[src/rtl/pe_accum_ctrl.sv]
`default_nettype none
// ============================================================================
// Module : pe_accum_ctrl
// Brief  : Job controller that streams operand chunks into an external
//          mul_add datapath and accumulates its dot results onto a bias.
// Rev    : 1.0
// ============================================================================
module pe_accum_ctrl #(
    parameter int LEN_W = 12
) (
    input  logic             clock,
    input  logic             resetn,
    input  logic             cfg_valid,
    output logic             cfg_ready,
    input  logic [LEN_W-1:0] cfg_len,
    input  logic [31:0]      cfg_bias,
    input  logic             in_valid,
    output logic             in_ready,
    input  logic [127:0]     in_feature,
    input  logic [127:0]     in_filter,
    output logic [127:0]     dp_feature,
    output logic [127:0]     dp_filter,
    input  logic [31:0]      dp_dot,
    output logic             out_valid,
    input  logic             out_ready,
    output logic [31:0]      out_sum,
    input  logic             abort,
    output logic             busy
);

    typedef enum logic [1:0] {
        S_IDLE  = 2'd0,
        S_RUN   = 2'd1,
        S_DRAIN = 2'd2,
        S_DONE  = 2'd3
    } state_t;

    state_t           r_state;
    state_t           w_next;
    logic [31:0]      r_acc;
    logic [LEN_W-1:0] r_remain;
    logic             r_op_vld;
    logic [127:0]     r_dp_feature;
    logic [127:0]     r_dp_filter;

    logic             w_cfg_ready;
    logic             w_in_ready;
    logic             w_out_valid;
    logic             w_accept;
    logic             w_cfg_take;

    assign w_accept   = in_valid & w_in_ready;
    assign w_cfg_take = cfg_valid & w_cfg_ready;

    always_comb begin
        w_next      = r_state;
        w_cfg_ready = 1'b0;
        w_in_ready  = 1'b0;
        w_out_valid = 1'b0;
        case (r_state)
            S_IDLE: begin
                w_cfg_ready = 1'b1;
                if (cfg_valid) begin
                    w_next = (cfg_len == '0) ? S_DONE : S_RUN;
                end
            end
            S_RUN: begin
                w_in_ready = 1'b1;
                if (in_valid && (r_remain == LEN_W'(1))) begin
                    w_next = S_DRAIN;
                end
            end
            S_DRAIN: begin
                w_next = S_DONE;
            end
            S_DONE: begin
                w_out_valid = 1'b1;
                if (out_ready) begin
                    w_next = S_IDLE;
                end
            end
            default: begin
                w_next = S_IDLE;
            end
        endcase
        if (abort) begin
            w_next = S_IDLE;
        end
    end

    // Abort freezes the accumulator so the value of the in-flight operand is dropped.
    always_ff @(posedge clock) begin
        if (!resetn) begin
            r_state      <= S_IDLE;
            r_acc        <= '0;
            r_remain     <= '0;
            r_op_vld     <= 1'b0;
            r_dp_feature <= '0;
            r_dp_filter  <= '0;
        end else if (abort) begin
            r_state      <= S_IDLE;
            r_op_vld     <= 1'b0;
            r_dp_feature <= '0;
            r_dp_filter  <= '0;
        end else begin
            r_state <= w_next;
            if (w_cfg_take) begin
                r_acc    <= cfg_bias;
                r_remain <= cfg_len;
            end else if (r_op_vld) begin
                r_acc <= r_acc + dp_dot;
            end
            if (w_accept) begin
                r_dp_feature <= in_feature;
                r_dp_filter  <= in_filter;
                r_op_vld     <= 1'b1;
                if (r_remain != '0) begin
                    r_remain <= r_remain - LEN_W'(1);
                end
            end else begin
                r_dp_feature <= '0;
                r_dp_filter  <= '0;
                r_op_vld     <= 1'b0;
            end
        end
    end

    assign cfg_ready  = w_cfg_ready;
    assign in_ready   = w_in_ready;
    assign out_valid  = w_out_valid;
    assign out_sum    = r_acc;
    assign dp_feature = r_dp_feature;
    assign dp_filter  = r_dp_filter;
    assign busy       = (r_state != S_IDLE);

endmodule
`default_nettype wire

[config.mk]
export PLATFORM = sky130hd
export DESIGN_NAME = pe_accum_ctrl
export DESIGN_NICKNAME = d
export VERILOG_FILES = /design/src/rtl/pe_accum_ctrl.sv
export SDC_FILE = /design/constraint.sdc
export NUM_CORES = 1
export LEC_CHECK = 0
export BUFFER_PORTS_ARGS = -buffer_cell sky130_fd_sc_hd__buf_2
export CORE_AREA = 2 2 242 244
export CTS_BUF_LIST = sky130_fd_sc_hd__clkbuf_16
export DETAILED_ROUTE_END_ITERATION = 16
export DIE_AREA = 0 0 244 246
export SLEW_MARGIN = 10
export SYNTH_ARGS = -nofsm -noshare
export SYNTH_HDL_FRONTEND = slang
export SYNTH_SLANG_ARGS = --single-unit
[constraint.sdc]
create_clock -name clock -period 2.8 [get_ports clock]
set_input_delay 0.28 -clock clock [delete_from_list [all_inputs] [get_ports clock]]
set_output_delay 0.28 -clock clock [all_outputs]
set_load 0.005 [all_outputs]
==> Flow_metrics.wiki <==
{| class="wikitable"
! Metric !! Value
|-
| Async set-reset flop share out of synthesis || 0
|-
| IO Pins || 630
|-
| Maximum VDD drop || 0.5079 mV
|-
| Cell type contributing the most total cell area after synthesis || sky130_fd_sc_hd__dfxtp_1
|-
| Area enclosed by the die boundary || 0.06002 mm²
|-
| Core outline area || 0.05737 mm²
|-
| Power density of the placed cells || 574.9 mW/mm²
|-
| Area share of the largest cell type after synthesis || 0.5555
|-
| Cell area after synthesis || 0.01092 mm²
|-
| Final-layout fill cell count || 5,874
|-
| Internal power consumption || 0.007997 W
|-
| Number of storage elements in the synthesis netlist || 303
|-
| WP data required || 3270 ps
|-
| Effective utilization at floorplan || 0.1904
|-
| Number of cells on the worst reg-to-reg path || 10
|-
| Multi-input gate area || 0.004651 mm²
|-
| Cell count of the worst hold path || 2
|-
| Origin of the critical flop-to-flop path || out_sum[0]
|-
| Post-layout net count || 2,365
|-
| Hold Slack || 24.88 ps
|-
| Clock-pin slew of the registers on the worst-case setup and hold paths || 60 ps
|-
| Clock root buffer master || sky130_fd_sc_hd__clkbuf_16
|-
| Worst-path maximum fanout || 3
|-
| Share of the cycle needed by the critical path after routing || 0.9596
|-
| Endpoint type of the worst setup path || flop
|-
| Worst rel slew slack || 0.6831
|-
| Peak clock frequency supported by timing || 372.2 MHz
|-
| Post-Synthesis Mean Instance Area || 9.973 µm²
|-
| Avg Vias per Cell || 4.153
|-
| Initial antenna violation count || 29
|-
| Highest-count cells in the layout ignoring fill and taps || sky130_fd_sc_hd__buf_2, sky130_fd_sc_hd__dfxtp_1, sky130_fd_sc_hd__and2_1
|-
| Switching pwr || 0.002871 W
|-
| Vias in the first global route || 11,988
|-
| Transition time of the tightest slew-check pin || 470.4 ps
|-
| Number of standard cells after synthesis || 1,095
|-
| P&R area growth vs syn || 73.10%
|-
| Min-Delay Path Class || input port to flop
|-
| Worst clock skew || 12.82 ps
|-
| Category of the worst setup path launch point || flop
|-
| Clock power frac || 0.445
|-
| Register area share after synthesis || 0.5555
|-
| Total clock buffers created by CTS || 38
|-
| Clock latency of the later-clocked register in the worst-skew pair || 550 ps
|-
| Clock tree from TritonCTS || done
|-
| Number of design-rule violations left by the first detailed-router iteration || 426
|-
| Register-to-Register Setup Slack || 110 ps
|-
| RSZ-0062 raised after global routing || false
|-
| Global-route total usage across every layer || 0.1675
|-
| Remaining DRCs || 0
|-
| CP startpoint || out_sum[0]
|-
| Number of library cell types mapped by synthesis || 54
|-
| Data arrival time of the worst path || 3150 ps
|-
| Count of final max-slew check failures || 0
|-
| Worst r2r dst || out_sum[28]
|-
| CP Capture Point || out_sum[28]
|-
| Overall die height || 246 µm
|-
| Overflow left after global routing || 0
|-
| Synth Warn # || 0
|-
| Detailed placement HPWL || 40.57 mm
|-
| Detail Route Antenna Nets || 0
|-
| Fin crit period || 2687 ps
|-
| Fraction of power spent switching nets || 0.2642
|-
| Largest net degree at the start of global routing || 128
|-
| Global-route wire length before repair || 74.99 mm
|-
| Cell row count || 88
|-
| Maximum number of buffers from clock root to sink || 3
|-
| Total number of vias || 11,579
|-
| Fraction of power consumed by combinational cells || 0.144
|-
| Ranking of synthesized cells by area || sky130_fd_sc_hd__dfxtp_1, sky130_fd_sc_hd__and2_1, sky130_fd_sc_hd__ha_1
|-
| Seq. cell area || 0.006067 mm²
|-
| Total of max-cap violations || 0
|-
| Dominant register cell in the synthesized netlist || sky130_fd_sc_hd__dfxtp_1
|-
| Minimum setup slack in the final design || 113.0 ps
|-
| Number of levels in the clock H-tree || 2
|-
| Final-report hold violation count || 0
|-
| Part of the power in registers || 0.411
|-
| Final total negative setup slack || 0 ps
|-
| Number of clock sinks || 303
|-
| Category of the critical setup timing path || flop to flop
|-
| Outcome || finished clean
|-
| Leakage power || 9.330 nW
|-
| Die Wd || 244 µm
|-
| Port bufs || 629
|-
| Most frequent standard cell in the layout excluding fill and tap cells || sky130_fd_sc_hd__buf_2
|-
| Number of flops mapped to enable cells by yosys || 0
|-
| Fraction of final layout cells sized beyond drive strength 1 || 0.3644
|-
| Routability congestion estimate from global placement || 0.8779
|-
| Routed Wire Length || 53.63 mm
|-
| Routed len/inst || 19.23 µm
|-
| Nets in the synthesized netlist || 1,472
|-
| Number of search-and-repair iterations in the first detailed-routing pass || 5
|-
| Worst slack after detailed placement || -22.97 ps
|-
| Setup violators final || 0
|}
per-layer routing:
metal / track usage / share of wire / wire length, µm / vias to the layer above
met1: 0.1853 / 0.38 / 20270 / 5418
met4: 0.05506 / 0.026 / 1407 / 12
met5: 0 / 0.0013 / 70 / -
met3: 0.06536 / 0.093 / 5007 / 108
li1: - / - / - / 5497
met2: 0.2932 / 0.50 / 26870 / 544
final cells by class:
type / instances / area share
sequential: 303 / 0.3210
timing repair buffer: 909 / 0.3137
multi-input combinational: 722 / 0.2460
tap: 765 / 0.05064
clock buffer: 38 / 0.05030
clock inverter: 28 / 0.01436
inverter: 14 / 0.002780
antenna: 9 / 0.001191
power groups by stage:
stage / sequential [W] / clock, W / combinational, W
CTS: 0.00447 / 0.00499 / 0.00154
global placement: 0.00455 / 0 / 0.00121
floorplan: 0.00455 / 0 / 0.000656
detailed placement: 0.00456 / 0 / 0.00122
global route: 0.00448 / 0.00516 / 0.00170
finish: 0.00447 / 0.00483 / 0.00157
synth_stat cells, drive strengths merged, types with 3 or more instances:
cell type  number
dfxtp         303
and2          263
a21oi          71
nand2          60
clkbuf         54
nor2           49
o21ai          47
ha             38
a21o           24
nor3           20
a31oi          17
xnor2          17
nand3          15
a311oi         14
inv            13
a211oi          8
o211ai          6
o221a           6
nand4           5
or3             5
and3            4
nand2b          4
nor4            4
a211o           3
a41oi           3
and4            3
o21a            3
o21bai          3
o22ai           3
o31ai           3
xor2            3
metrics by stage:
stage	power, W	utilization	cells	area (µm²)
5_1_grt	0.01133	0.3294	2785	18900
2_1_floorplan	0.005207	-	1095	10920
4_1_cts	0.01099	0.3279	2775	18810
3_3_place_gp	0.005764	0.2624	2456	15050
6_report	0.01087	0.3295	2788	18900
3_5_place_dp	0.005782	0.2624	2456	15050
repair_timing:
action,in CTS,in global routing
gates resized for setup,1,8
hold buffers,252,0
pin swaps,2,4
hold endpoints to repair,252,0
endpoints found under the setup margin,1,6
cloned,0,0
buffers inserted,1,4
state kept, by name, summed over array words and instances, names as in the netlist:
signal,count
out_sum,32
dp_filter,128
r_op_vld,1
r_remain,12
r_state,2
dp_feature,128
critical path, cell delays in order (launching register included):
cell	delay, ps
sky130_fd_sc_hd__dfxtp_2	360
sky130_fd_sc_hd__ha_4	150
sky130_fd_sc_hd__fa_2	210
sky130_fd_sc_hd__a21o_1	190
sky130_fd_sc_hd__nand4_4	160
sky130_fd_sc_hd__a2111oi_4	440
sky130_fd_sc_hd__o211ai_2	200
sky130_fd_sc_hd__a31oi_2	300
sky130_fd_sc_hd__o221ai_2	160
sky130_fd_sc_hd__a211o_1	300
sky130_fd_sc_hd__a31oi_1	130
logic make-up (layout without fill, tap and decap cells):
family	count (synthesis)	in the layout	synth area share
XOR/XNOR	20	20	0.01604
buffers and inverters	70	989	0.02417
other	0	9	0
multiplexers	2	2	0.001833
flip-flops	303	303	0.5555
AND/OR/NAND/NOR	438	438	0.2242
AO/OA/AOI/OAI	223	223	0.1329
adder cells (fa/ha/maj)	39	39	0.04537
worst min-delay path by stage:
stage | start | endpoint | slack [ps]
CTS | in_filter[29] | dp_filter[29] | 0.9
finish | in_filter[57] | dp_filter[57] | 20
global placement | in_feature[52] | dp_feature[52] | 480
global route | in_filter[57] | dp_filter[57] | 3
detailed placement | in_feature[3] | dp_feature[3] | 480
floorplan | in_feature[0] | dp_feature[0] | 400
Note: power is estimated with default switching activity, not from simulation.
